`src/rtl/cursor_controller.sv`:
```
// rtl/cursor_controller.sv - chessboard cursor sequencer with pick-source/pick-destination move FSM (optional CURSOR_WRAP_EN)
module cursor_controller #(
    parameter int unsigned BOARD_X0     = 80,
    parameter int unsigned BOARD_Y0     = 0,
    parameter int unsigned SQ_SIZE      = 60,
    parameter int unsigned CURSOR_SIZE  = 10,
    parameter int unsigned REPEAT_DELAY = 20,
    parameter int unsigned REPEAT_RATE  = 6
) (
    input  logic       Clk,
    input  logic       Reset_n,
    input  logic       frame_tick,
    input  logic [7:0] keycode,
    output logic [9:0] BallX,
    output logic [9:0] BallY,
    output logic [9:0] Ball_size,
    output logic [2:0] cur_col,
    output logic [2:0] cur_row,
    output logic       src_active,
    output logic [5:0] src_sq,
    output logic       mv_valid,
    input  logic       mv_ready,
    output logic [5:0] mv_from,
    output logic [5:0] mv_to
);

    localparam logic [7:0] KEY_W     = 8'h1A;
    localparam logic [7:0] KEY_S     = 8'h16;
    localparam logic [7:0] KEY_A     = 8'h04;
    localparam logic [7:0] KEY_D     = 8'h07;
    localparam logic [7:0] KEY_SPACE = 8'h2C;
    localparam logic [7:0] KEY_ESC   = 8'h29;

    localparam logic [2:0] RESET_COL = 3'd4;
    localparam logic [2:0] RESET_ROW = 3'd6;

    typedef enum logic [1:0] {
        PICK_SRC = 2'd0,
        PICK_DST = 2'd1,
        ISSUE    = 2'd2
    } state_t;

    state_t     state;
    state_t     state_nxt;
    logic [7:0] last_key;
    logic [7:0] rep_cnt;
    logic [2:0] col_nxt;
    logic [2:0] row_nxt;
    logic       is_move;
    logic       key_new;
    logic       step_now;
    logic       space_press;
    logic       esc_press;
    logic [5:0] cur_sq;

    // Pixel centre of a square along one axis; truncated to the 10-bit screen coordinate.
    function automatic logic [9:0] pix(input int unsigned base, input logic [2:0] idx);
        return 10'(base + 32'(idx) * SQ_SIZE + SQ_SIZE / 2);
    endfunction

    // One step towards index 7; at the edge either wrap to 0 or stay put.
    function automatic logic [2:0] step_up(input logic [2:0] v);
`ifdef CURSOR_WRAP_EN
        return v + 3'd1;
`else
        return (v == 3'd7) ? v : v + 3'd1;
`endif
    endfunction

    // One step towards index 0; at the edge either wrap to 7 or stay put.
    function automatic logic [2:0] step_dn(input logic [2:0] v);
`ifdef CURSOR_WRAP_EN
        return v - 3'd1;
`else
        return (v == 3'd0) ? v : v - 3'd1;
`endif
    endfunction

    assign cur_sq    = {cur_row, cur_col};
    assign Ball_size = 10'(CURSOR_SIZE);

    // Key decode: press edges come from comparing against the keycode seen on the previous tick.
    always_comb begin
        is_move     = (keycode == KEY_W) || (keycode == KEY_S) ||
                      (keycode == KEY_A) || (keycode == KEY_D);
        key_new     = (keycode != last_key);
        step_now    = frame_tick && is_move && (state != ISSUE) &&
                      (key_new || (rep_cnt == 8'd1));
        space_press = frame_tick && (keycode == KEY_SPACE) && (last_key != KEY_SPACE);
        esc_press   = frame_tick && (keycode == KEY_ESC) && (last_key != KEY_ESC);
    end

    // Next cursor position for a step in the held key's direction.
    always_comb begin
        col_nxt = cur_col;
        row_nxt = cur_row;
        if (step_now) begin
            case (keycode)
                KEY_W:   row_nxt = step_dn(cur_row);
                KEY_S:   row_nxt = step_up(cur_row);
                KEY_A:   col_nxt = step_dn(cur_col);
                KEY_D:   col_nxt = step_up(cur_col);
                default: ;
            endcase
        end
    end

    // Key history and auto-repeat countdown, advanced once per frame.
    always_ff @(posedge Clk) begin
        if (!Reset_n) begin
            last_key <= 8'h00;
            rep_cnt  <= 8'h00;
        end else if (frame_tick) begin
            last_key <= keycode;
            if (is_move) begin
                if (key_new)
                    rep_cnt <= 8'(REPEAT_DELAY);
                else if (rep_cnt == 8'd1)
                    rep_cnt <= 8'(REPEAT_RATE);
                else if (rep_cnt != 8'd0)
                    rep_cnt <= rep_cnt - 8'd1;
            end
        end
    end

    // Cursor square and its registered pixel centre, which trails the square by one Clk.
    always_ff @(posedge Clk) begin
        if (!Reset_n) begin
            cur_col <= RESET_COL;
            cur_row <= RESET_ROW;
            BallX   <= pix(BOARD_X0, RESET_COL);
            BallY   <= pix(BOARD_Y0, RESET_ROW);
        end else begin
            cur_col <= col_nxt;
            cur_row <= row_nxt;
            BallX   <= pix(BOARD_X0, cur_col);
            BallY   <= pix(BOARD_Y0, cur_row);
        end
    end

    // FSM state register.
    always_ff @(posedge Clk) begin
        if (!Reset_n)
            state <= PICK_SRC;
        else
            state <= state_nxt;
    end

    // FSM next state: selection keys act only outside ISSUE, which waits solely for the handshake.
    always_comb begin
        state_nxt = state;
        case (state)
            PICK_SRC: begin
                if (space_press)
                    state_nxt = PICK_DST;
            end
            PICK_DST: begin
                if (space_press)
                    state_nxt = (cur_sq == src_sq) ? PICK_SRC : ISSUE;
                else if (esc_press)
                    state_nxt = PICK_SRC;
            end
            ISSUE: begin
                if (mv_ready)
                    state_nxt = PICK_SRC;
            end
            default: state_nxt = PICK_SRC;
        endcase
    end

    // Move registers: source captured on selection, move captured on leaving PICK_DST for ISSUE.
    always_ff @(posedge Clk) begin
        if (!Reset_n) begin
            src_sq  <= 6'd0;
            mv_from <= 6'd0;
            mv_to   <= 6'd0;
        end else begin
            if (state == PICK_SRC && space_press)
                src_sq <= cur_sq;
            if (state == PICK_DST && space_press && cur_sq != src_sq) begin
                mv_from <= src_sq;
                mv_to   <= cur_sq;
            end
        end
    end

    // FSM outputs: source stays highlighted until the move is accepted or the pick is dropped.
    always_comb begin
        mv_valid   = (state == ISSUE);
        src_active = (state != PICK_SRC);
    end

endmodule
```
`config.mk`:
```
export PLATFORM = sky130hd
export DESIGN_NAME = cursor_controller
export DESIGN_NICKNAME = d
export VERILOG_FILES = /design/src/rtl/cursor_controller.sv
export SDC_FILE = /design/constraint.sdc
export NUM_CORES = 1
export LEC_CHECK = 0
export BUFFER_PORTS_ARGS = -buffer_cell sky130_fd_sc_hd__buf_2
export CAP_MARGIN = 20
export CORE_ASPECT_RATIO = 0.8
export CORE_MARGIN = 10
export CORE_UTILIZATION = 56
export DETAILED_ROUTE_END_ITERATION = 8
export PLACE_DENSITY = 0.93
export SYNTH_ARGS = -nofsm -noshare
export SYNTH_HDL_FRONTEND = slang
export SYNTH_SLANG_ARGS = --single-unit
```
`constraint.sdc`:
```
create_clock -name Clk -period 3.5 [get_ports Clk]
set_clock_uncertainty 0.2 [all_clocks]
set_input_delay 0.7 -clock Clk [delete_from_list [all_inputs] [get_ports Clk]]
set_output_delay 0.7 -clock Clk [all_outputs]
set_load 0.01 [all_outputs]
```
==> run metrics <==
Area Growth Syn to Fin=14.5%; layout cell share with drive strength beyond 1=a little under 20%; total power=around 1.5 mW; Worst Max-Slew Pin Slew=582 ps; Post-layout nets=just under 500; reg2reg end=BallY[8]; gpl congestion=a little over 0.8; synth top area cells=dfxtp_1, ha_1, xnor2_1; Num Clock Sinks=58; run status=finished clean; fin crit period=between 2000 and 3000 ps; period utilisation layout=between 80% and 90%; Yosys cell types=65; die height=a little over 90 um; via count=between 3000 and 4000; Worst setup SP type=input pin; WL final=approximately 8.9 mm; IO buf count=between 50 and 60; WL/cell=roughly 17 um; global-route usage over all layers=between 10% and 20%; Synth Area per Inst=8.67 um^2; critical path peak fanout=8; unrepaired setup endpoints after global routing=false; FF-to-FF Start=cur_row[2]; synthesized area=~3500 um^2; CP top delay family=simple AND/OR/NAND/NOR gates; largest net degree at the start of global routing=28; sequential area share after synthesis=33.4%; Min-Delay Endpoint=mv_to[4]; Top Ports=a little under 70; ANT cells=0; drt initial violations=about 200; commonest non-fill, non-tap cell in the layout=dfxtp_1; Clock Tree Buf Depth=2; setup TNS=0 ps; critical path's largest stage delay=about 590 ps; Final ANT Viol Nets=0; worst setup slack after layout=about 580 ps; Avg Vias per Cell=5.75; Max Cap Viol=0; r2r setup slk=~620 ps; asr flop ratio synth=0%; setup repair bufs after CTS=0; placed instance count=521; CP required=3530 ps; Synth Flop Type=dfxtp_1; Post-synth EDFFs=0; Synth Instances=between 400 and 500; endpoints failing setup=0; H-Tree Depth=3; hpwl dp=between 6 and 7 mm; CP Cell Sequence=buf_2, or4_4, or4b_4, a2111oi_4, and3_1, mux2_1; vias in the first global route=3077; cts hold-fix bufs=0; 1st-pass router iterations=6; worst path bufs/invs=1; final-report hold violation count=0; top cell type's share of synthesized area=about a third; pre-CTS WS=239 ps; CTS root buffer=clkbuf_8; Yosys warning total=0; power density cells=365 nW/um^2; crit path kind=in -> reg; Starting Density=58.2%; global-route wire length before repair=14.8 mm; final core occ=approximately two thirds; most frequent cells in the layout=dfxtp_1, buf_2, nor2_1, a21oi_1, nand2_1; critical path arrival=roughly 3000 ps; HP Start=mv_to[4]; Die Wd=roughly 110 um; CTS tree=built; post-cts resize count=0; Peak VDD IR=approximately 0.00026 V; leakage=about 1.7 nW; final global-route overflow total=0; dominant cell type by area after synthesis=dfxtp_1; filler-free cell count of the finished design=537; clock insertion delay at the later pin of the skew report=around 350 ps; initial antenna violation count=0; Reg2Reg Depth=9; DIE AREA=between 9000 and 10000 um^2; clock transition at the registers of the reported paths=about 70 ps; Core Region=approximately 6000 um^2; Hold Path Depth=2; Setup crit end kind=register; DRC viols=0; fmax=~340 MHz; Slew headroom=roughly 60%; Final Max Slew Viols=0; Synth Register Bits=58; critical path's slowest cell=or4b_4; Site Rows=25; number of buffers created by CTS=9; HP Class=reg -> reg
==> logic make-up after synthesis <==
| kind of cell | Yosys count | synth area share [%] |
|---|---|---|
| other | 2 | 0.216 |
| muxes | 15 | 4.39 |
| and+or+nand+nor | 140 | 21.8 |
| DFF | 58 | 33.4 |
| xor gates and xnor gates | 34 | 8.56 |
| buffers and inverters | 53 | 7.52 |
| AOI/OAI and AO/OA | 75 | 14.0 |
| adders and majority gates | 24 | 10.1 |
==> metrics by stage <==
| stage | hold WS (ps) | area [um^2] |
|---|---|---|
| 6_report | 275 | 3980 |
| 5_1_grt | 301 | 3980 |
| 4_1_cts | 276 | 3980 |
| 3_5_place_dp | 266 | 3760 |
| 3_3_place_gp | 255 | 3760 |
| 2_1_floorplan | 239 | 3520 |
==> synth_stat cells, types with 3 or more instances <==
| cell type | instances |
|---|---|
| dfxtp_1 | 58 |
| nor2_1 | 34 |
| a21oi_1 | 27 |
| nand2_1 | 25 |
| xnor2_1 | 21 |
| o21ai_0 | 19 |
| clkbuf_1 | 18 |
| ha_1 | 17 |
| inv_1 | 17 |
| nand3_1 | 17 |
| buf_4 | 14 |
| mux2i_1 | 13 |
| xor2_1 | 13 |
| nand2b_1 | 10 |
| nor3_1 | 9 |
| fa_1 | 7 |
| nand4_1 | 6 |
| a21o_1 | 4 |
| and3_1 | 4 |
| nor2b_1 | 4 |
| or3_1 | 4 |
| nor4_1 | 3 |
| o21bai_1 | 3 |
==> flip-flops by register name (all words and copies together) (netlist names) <==
signal and count:
src_sq 6, mv_from 6, cur_row 3, rep_cnt 8, BallX 8, BallY 8, mv_to 6, cur_col 3
last_key 8, state 2
==> routing by layer <==
layer / up-vias / global-route usage (%) / wire length, um
met4: 0 / 6.22 / 129
li1: 1457 / - / -
met2: 140 / 29.4 / 4280
met1: 1475 / 21.5 / 3600
met3: 16 / 7.49 / 865
met5: - / 0 / 0
==> worst min-delay path, cell delays in order (launching register included) <==
cell	delay, ps
dfxtp_1	300
o21ai_0	70
a21oi_1	60
==> report_power, final <==
part | internal (mW) | switching (mW)
Clock | 0.418 | 0.276
Combinational | 0.0302 | 0.0561
Sequential | 0.666 | 0.00612
Total | 1.11 | 0.338
==> worst max path at each step <==
| stage | start | endpoint | cells past startpoint |
|---|---|---|---|
| final | keycode[3] | cur_row[2] | 6 |
| after global routing | cur_row[2] | BallY[8] | 9 |
| after floorplan | keycode[3] | cur_row[2] | 6 |
| after detailed placement | keycode[3] | cur_row[2] | 6 |
| after global placement | keycode[3] | cur_row[2] | 6 |
| after CTS | keycode[3] | cur_row[2] | 6 |
==> layout make-up <==
| class | instances | area (um^2) |
|---|---|---|
| Clock inverter | 5 | 77.6 |
| Timing Repair Buffer | 62 | 333 |
| Inverter | 18 | 67.6 |
| Tap cell | 81 | 101 |
| Multi-Input combinational cell | 302 | 2100 |
| Fill cell | 491 | 1990 |
| Clock buffer | 11 | 141 |
| Sequential cell | 58 | 1160 |
Note: power is estimated with default switching activity, not from simulation.
